--- src/rtl/midi_tx.sv ---
// -----------------------------------------------------------------------------
// midi_tx
//   MIDI transmit path. One note-on/note-off event is accepted per valid/ready
//   handshake. It is encoded as a channel message (status, note, velocity) and
//   shifted out as UART 8N1 on txData_o. Running status can drop the status byte
//   when it repeats the status byte that was last sent.
//
// Ports
//   clk_i        in   1  system clock, rising edge
//   nrst_i       in   1  asynchronous active-low reset
//   evtValid_i   in   1  event request, held by upstream until accepted
//   evtReady_o   out  1  block can accept an event (high only while idle)
//   evtNoteOn_i  in   1  1: note-on (0x9n), 0: note-off (0x8n)
//   ch_i         in   4  MIDI channel
//   note_i       in   7  note number
//   vel_i        in   7  velocity
//   txData_o     out  1  serial line, idle high, driven from a flop
//   busy_o       out  1  frame in progress, always !evtReady_o
// -----------------------------------------------------------------------------
module midi_tx #(
    parameter int CLK_FREQ       = 12_000_000,
    parameter int BAUD           = 31_250,
    parameter bit RUNNING_STATUS = 1'b1
) (
    input  logic       clk_i,
    input  logic       nrst_i,
    input  logic       evtValid_i,
    output logic       evtReady_o,
    input  logic       evtNoteOn_i,
    input  logic [3:0] ch_i,
    input  logic [6:0] note_i,
    input  logic [6:0] vel_i,
    output logic       txData_o,
    output logic       busy_o
);

    localparam int CLKS_PER_BIT = CLK_FREQ / BAUD;
    localparam int CNT_W        = (CLKS_PER_BIT > 1) ? $clog2(CLKS_PER_BIT) : 1;
    localparam logic [CNT_W-1:0] CNT_LAST = CNT_W'(CLKS_PER_BIT - 1);

    typedef enum logic [1:0] {IDLE, START, DATA, STOP} state_t;

    // Control state (reset)
    state_t           state;
    logic [CNT_W-1:0] baudCnt;
    logic [2:0]       bitIdx;
    logic [1:0]       byteIdx;
    logic             lastStatusVld;
    logic             evtReady;
    logic             txData;

    // Datapath registers (no reset: always loaded before use)
    logic [7:0] lastStatus;
    logic [6:0] noteReg;
    logic [6:0] velReg;
    logic [7:0] shiftReg;

    logic [7:0] newStatus;
    logic       accept;
    logic       skipStatus;
    logic       bitEnd;

    // Data byte 1 is the note, byte 2 the velocity; byte 0 (status) is only
    // ever loaded straight from the inputs at acceptance.
    function automatic logic [7:0] dataByte(input logic [1:0] idx,
                                            input logic [6:0] n,
                                            input logic [6:0] v);
        return (idx == 2'd2) ? {1'b0, v} : {1'b0, n};
    endfunction

    assign newStatus  = {1'b1, 2'b00, evtNoteOn_i, ch_i};
    assign accept     = evtValid_i && evtReady;
    assign skipStatus = RUNNING_STATUS && lastStatusVld && (lastStatus == newStatus);
    assign bitEnd     = (baudCnt == CNT_LAST);

    assign evtReady_o = evtReady;
    assign busy_o     = !evtReady;
    assign txData_o   = txData;

    // Control FSM: every transition happens on the last clock of a bit, so each
    // bit lasts exactly CLKS_PER_BIT clocks and bytes follow back-to-back.
    always_ff @(posedge clk_i or negedge nrst_i) begin
        if (!nrst_i) begin
            state         <= IDLE;
            baudCnt       <= '0;
            bitIdx        <= '0;
            byteIdx       <= '0;
            lastStatusVld <= 1'b0;
            evtReady      <= 1'b1;
            txData        <= 1'b1;
        end else begin
            case (state)
                IDLE: begin
                    if (accept) begin
                        state         <= START;
                        txData        <= 1'b0;
                        evtReady      <= 1'b0;
                        baudCnt       <= '0;
                        bitIdx        <= '0;
                        // Running status starts directly at the note byte.
                        byteIdx       <= skipStatus ? 2'd1 : 2'd0;
                        lastStatusVld <= 1'b1;
                    end
                end
                START: begin
                    if (bitEnd) begin
                        baudCnt <= '0;
                        state   <= DATA;
                        bitIdx  <= '0;
                        txData  <= shiftReg[0];
                    end else begin
                        baudCnt <= baudCnt + CNT_W'(1);
                    end
                end
                DATA: begin
                    if (bitEnd) begin
                        baudCnt <= '0;
                        if (bitIdx == 3'd7) begin
                            state  <= STOP;
                            txData <= 1'b1;
                        end else begin
                            bitIdx <= bitIdx + 3'd1;
                            txData <= shiftReg[0];
                        end
                    end else begin
                        baudCnt <= baudCnt + CNT_W'(1);
                    end
                end
                STOP: begin
                    if (bitEnd) begin
                        baudCnt <= '0;
                        if (byteIdx == 2'd2) begin
                            state    <= IDLE;
                            evtReady <= 1'b1;
                        end else begin
                            byteIdx <= byteIdx + 2'd1;
                            state   <= START;
                            txData  <= 1'b0;
                        end
                    end else begin
                        baudCnt <= baudCnt + CNT_W'(1);
                    end
                end
                default: state <= IDLE;
            endcase
        end
    end

    // Datapath: latch the event at acceptance, then shift LSB first. The shift
    // register always holds the next bit to put on the line in bit 0.
    always_ff @(posedge clk_i) begin
        if (accept) begin
            lastStatus <= newStatus;
            noteReg    <= note_i;
            velReg     <= vel_i;
            shiftReg   <= skipStatus ? {1'b0, note_i} : newStatus;
        end else if (state == STOP && bitEnd && byteIdx != 2'd2) begin
            shiftReg <= dataByte(byteIdx + 2'd1, noteReg, velReg);
        end else if ((state == START || state == DATA) && bitEnd) begin
            shiftReg <= {1'b0, shiftReg[7:1]};
        end
    end

endmodule

--- config.mk ---
export PLATFORM = sky130hd
export DESIGN_NAME = midi_tx
export DESIGN_NICKNAME = d
export VERILOG_FILES = /design/src/rtl/midi_tx.sv
export SDC_FILE = /design/constraint.sdc
export NUM_CORES = 1
export LEC_CHECK = 0
export BUFFER_PORTS_ARGS = -buffer_cell sky130_fd_sc_hd__buf_2
export CAP_MARGIN = 25
export CORE_MARGIN = 4
export CORE_UTILIZATION = 60
export DETAILED_ROUTE_END_ITERATION = 10
export PLACE_DENSITY_LB_ADDON = 0.2
export SYNTH_ARGS = -nofsm -noshare
export SYNTH_HDL_FRONTEND = slang
export SYNTH_SLANG_ARGS = --single-unit
--- constraint.sdc ---
create_clock -name clk_i -period 5.33 [get_ports clk_i]
set_input_delay 0.7995 -clock clk_i [delete_from_list [all_inputs] [get_ports clk_i]]
set_output_delay 0.7995 -clock clk_i [all_outputs]
set_load 0.05 [all_outputs]
Yosys cells after proc, flatten, opt, wreduce, memory -nomap -nowiden --
Index checks and enable logic that the tools add are counted.
Word-level totals: register bits 46, output and inout bits 3
Cells by class: add/sub/neg operators 3, equality and inequality tests 17, multiplexer cells 35, reductions and logical operators 18
Operator list (number):
- 2-to-1 mux 8 bit | 4
- 2-to-1 mux 9 bit | 2
- inequality test 2 bit (second input constant) | 9
- one-hot mux 9 bit (2 select lines) | 1
- 2-to-1 mux 2 bit | 8
- AND reduction 5 bit | 3
- 2-to-1 mux 3 bit | 4
- 2-to-1 mux 1 bit | 10
- adder 9 x 1 -> 9 bit (second input constant) | 1
- == test 9 bit (second input constant) | 1
- one-hot mux 3 bit (3 select lines) | 1
- == test 2 bit (second input constant) | 4
- one-hot mux 2 bit (4 select lines) | 1
- AND reduction 4 bit | 2
- 2-to-1 mux 7 bit | 1
- nonzero test 3 bit | 2
- == test 5 bit | 1
- logical AND 1 bit | 5
- one-hot mux 1 bit (4 select lines) | 1
- one-hot mux 2 bit (2 select lines) | 1
- adder 3 x 1 -> 3 bit (second input constant) | 1
- == test 3 bit (second input constant) | 1
- OR reduction 3 bit | 1
- adder 2 x 1 -> 2 bit (second input constant) | 1
- 7 further kinds | 7

Depth between registers and ports, before layout --
depth after elaboration 6, gate-level depth with buffers 7

Worst setup path before layout --
OpenSTA, ideal clock, no wires.
path kind input to register, start point in evtValid_i, end point reg shiftReg[5] (data pin), setup time 0.296 ns, arrival 1.905 ns, data required time 5.034 ns, path slack 3.129 ns, cell stages on the path 4, cell sequence nand2_1 > clkinv_1 > buf_1 > o22ai_1
Between the ends: word-level cells in the longest chain between the ends 2
RTL lines:
- start: declaration | line 27 | input logic evtValid_i,
- logical AND 1 bit | line 72 | assign accept = evtValid_i && evtReady;
- net accept | line 59 | logic accept;
- 2-to-1 mux 8 bit | line 152 | if (accept) begin
- end signal: assignment | line 156 | shiftReg <= skipStatus ? {1'b0, note_i} : newStatus;
- end signal: assignment | line 158 | shiftReg <= dataByte(byteIdx + 2'd1, noteReg, velReg);
- end signal: assignment | line 160 | shiftReg <= {1'b0, shiftReg[7:1]};
- end: declaration | line 56 | logic [7:0] shiftReg;
The timed path passes the listed nets, and every way through them passes these cells. A chain may end at the register's enable or synchronous reset.

Worst setup path after layout --
start point reg state[0], end point reg shiftReg[1] (enable)
Between the ends: word-level cells in the longest chain between the ends 4, elaborated cells between the ends (all ways) 8, those cells by class eq/ne (3); reduce/logical (5)
RTL lines:
- start: declaration | line 44 | state_t state;
- start signal: assignment | line 84 | state <= IDLE;
- start signal: assignment | line 95 | state <= START;
- start signal: assignment | line 108 | state <= DATA;
- == test 2 bit (tied with other cells) | line 157 | end else if (state == STOP && bitEnd && byteIdx != 2'd2) begin
- logical AND 1 bit / logical OR 1 bit (equally long branches) | line 157, 159
- logical AND 1 bit (on tied branches) | line 157, 159
- nonzero test 3 bit (no source line) (*)
Mark *: on every way between the ends. The rest lies on a longest branch, timed or not.

==> out/qor.yml <==
logic_synthesis:
  synthTopCellsByArea: "edfxtp_1 (33%), dfrtp_1 (17%), ha_1 (5.0%), nand4_1 (3.0%), o211ai_1 (3.0%)"
  synthMuxAreaShare: 0.0584
  syn_avg_cell_area_um2: 11.5
  synth_top_family_by_area: "simple AND/OR/NAND/NOR gates"
  synth-seq-cells: 46
  synthAdderAreaFrac: 0.0504
  synth_xor_area_frac: 0.0212
  async_flop_share: 0.413
  seq_area_frac_synth: 0.519
  yosysTopAreaCell: "edfxtp_1"
  synth_nets: 248
  syn_area_um2: 2480
  synth-edff-count: 27
  yosys_most_used_dff: "edfxtp_1"
  yosys.area_share.simple: 0.166
  synth_top_area_share: 0.326
  synth_cell_type_count: 49
  yosysWarnings: 0
  synth-compound-area-share: 0.153
  syn_inst: 216
sta:
  clock_skew_ns: 0.00958
  finalSetupViolations: 0
  fin_tns_setup_ns: 0
  fin_crit_sh: 0.439
  hold_violations: 0
  drv_slew: 0
  fmax_mhz: 428
  layout_min_cycle_time_ns: 2.34
  slew_headroom: 0.635
  worst_slew_pin_slew_ns: 0.547
  rsz0062_at_grt: "no"
critical_path:
  cp_slowest_cell: "nor2b_1"
  crit_chain: "ha_1 -> nor2b_1 -> nor2_1 -> o21ai_0 -> buf_2"
  cp_top_family: "simple AND/OR/NAND/NOR gates"
  r2r_slack_ns: 2.99
  worst_setup_path_start_kind: "flip-flop"
  r2r-start: "state[0]"
  cp_data_arrival_time_ns: 2.33
  rr_worst_depth: 5
  max_stage_delay_ns: 0.53
  end_kind: "flip-flop"
  crit_fanout: 11
  path_buf_inv: 1
  r2r_end: "shiftReg[1]"
  cp.required_ns: 5.32
  worst-setup-path-type: "reg2reg"
clock_network:
  htree_levels: 2
  cts_made_buffers: 5
  cts_setup_buffers: 0
  clock_sinks: 46
  post_cts_resized: 0
  cts_tree: "built"
  cts_root_buf: "clkbuf_8"
  cts_hold_buf: 0
  clk_pin_slew_ns: 0.09
  clk_latency_ns: 0.30
  ctsLongestPathBuffers: 2
placement:
  dp_hpwl_mm: 3.38
  io_buffer_count: 24
  globalplace.congestion: 0.786
global_routing:
  grt-ovfl-total: 0
  grt.total_usage: 0.190
  first_global_vias: 1672
  grt_pass1_wl_mm: 7.76
  grt_max_degree: 36
  antenna_found_initial: 0
pwr:
  netSwitchingPower_w: 0.000118
  pwr_density_cell_nw_per_um2: 233
  p_seq_frac: 0.586
  leakage_nw: 1.08
  ir_drop_mv: 0.198
  total_power_w: 0.000642
  switching_share: 0.184
  clockPowerShare: 0.389
  combPwrFrac: 0.025
  p_int_w: 0.000523
floorplan:
  ios: 25
  chipWidth_um: 72.3
  die_h_um: 72.3
  row_count: 23
  initial_core_util: 0.621
  die_area_um2: 5230
  core_area_um2: 4000
status:
  status: "finished clean"
finish:
  final_common_cell: "edfxtp_1"
  regArea_um2: 1290
  area_growth_pct: 10.7
  antenna_cells: 0
  fill_cells: 307
  fin_nets: 271
  multiInputGateArea_um2: 1110
  final_util: 0.688
  drive_gt1_frac: 0.204
  final_cell_mix: "edfxtp_1 (27), buf_2 (25), dfrtp_1 (17)"
routing:
  wl_per_cell_um: 16.4
  vias: 1784
  via_per_inst: 6.15
  drt-initial-drc-count: 139
  first_pass_iters: 4
  wl_mm: 4.76
  drc_errors: 0
  antenna_left: 0
flow_run:
  cap_violations: 0
hold_path:
  min_path_type: "in2async"
[metrics by stage]
| step | setup slack (ns) | instances | instance area [µm²] | hold slack, ns |
|---|---|---|---|---|
| after floorplan | 3.13 | 216 | 2480 | 0.441 |
| after global placement | 2.53 | 280 | 2620 | 0.464 |
| after detailed placement | 2.47 | 281 | 2620 | 0.484 |
| after CTS | 2.77 | 289 | 2730 | 0.439 |
| after global routing | 2.80 | 290 | 2750 | 0.455 |
| final | 2.99 | 290 | 2750 | 0.426 |
[cell usage after synthesis (2+ instances only)]
| cell | count |
|---|---|
| mux2i_1 | 7 |
| a21o_1 | 2 |
| a31oi_1 | 2 |
| buf_2 | 2 |
| dfrtp_1 | 17 |
| a21oi_1 | 5 |
| o211ai_1 | 10 |
| o31a_1 | 2 |
| mux2_4 | 2 |
| nor3_1 | 5 |
| edfxtp_1 | 27 |
| dfstp_2 | 2 |
| nand2_1 | 11 |
| a211o_1 | 2 |
| nor2_1 | 15 |
| o22ai_1 | 2 |
| nand2b_1 | 3 |
| and4_1 | 2 |
| inv_1 | 8 |
| nand3_1 | 11 |
| o21ai_0 | 9 |
| a22o_1 | 6 |
| nand4_1 | 12 |
| o31ai_1 | 5 |
| xnor2_1 | 6 |
| mux2_2 | 4 |
| ha_1 | 10 |
| clkbuf_1 | 6 |
[cells by family (layout without fill, tap and decap cells)]
family | count (synthesis) | count (layout)
AND/OR/NAND/NOR | 69 | 69
XOR/XNOR | 6 | 6
multiplexers | 13 | 13
AO/OA/AOI/OAI | 53 | 53
adder cells (fa/ha/maj) | 10 | 10
buffers and inverters | 19 | 43
flip-flops | 46 | 46
[worst max path at each step]
stage | from | endpoint | slack, ns | cells after the start
after floorplan | evtValid_i | shiftReg[5] | 3.13 | 4
after global placement | evtValid_i | shiftReg[0] | 2.53 | 5
after detailed placement | evtValid_i | shiftReg[1] | 2.47 | 5
after CTS | evtValid_i | shiftReg[1] | 2.77 | 5
after global routing | state[0] | shiftReg[1] | 2.80 | 5
final | state[0] | shiftReg[1] | 2.99 | 5
[layer usage]
metal | global-route usage | share of wire | vias up
met1 | 0.252 | 0.45 | 853
met5 | 0 | 0 | -
li1 | - | - | 873
met2 | 0.315 | 0.49 | 49
met3 | 0.0291 | 0.044 | 9
met4 | 0.0668 | 0.017 | 0
[registers in the layout, indices dropped and copies added, names as in the netlist]
signal         count
bitIdx             3
noteReg            7
lastStatusVld      1
baudCnt            9
velReg             7
lastStatus         5
evtReady_o         1
state              2
shiftReg           8
byteIdx            2
txData_o           1
[power by group through the flow]
stage          registers, W   logic (W)  clock network, W
6_report           0.000376   0.0000159          0.000250
5_1_grt            0.000376   0.0000179          0.000267
3_5_place_dp       0.000384   0.0000161                 0
2_1_floorplan      0.000384  0.00000292                 0
4_1_cts            0.000376   0.0000162          0.000251
3_3_place_gp       0.000384   0.0000160                 0
[final cells by class]
| class | instances | area share |
|---|---|---|
| Sequential cell | 46 | 0.469 |
| Tap cell | 50 | 0.0227 |
| Clock inverter | 1 | 0.0109 |
| Clock buffer | 7 | 0.0278 |
| Timing Repair Buffer | 26 | 0.0528 |
| Inverter | 9 | 0.0123 |
| Multi-Input combinational cell | 151 | 0.405 |
(Power assumes the default switching activity.)
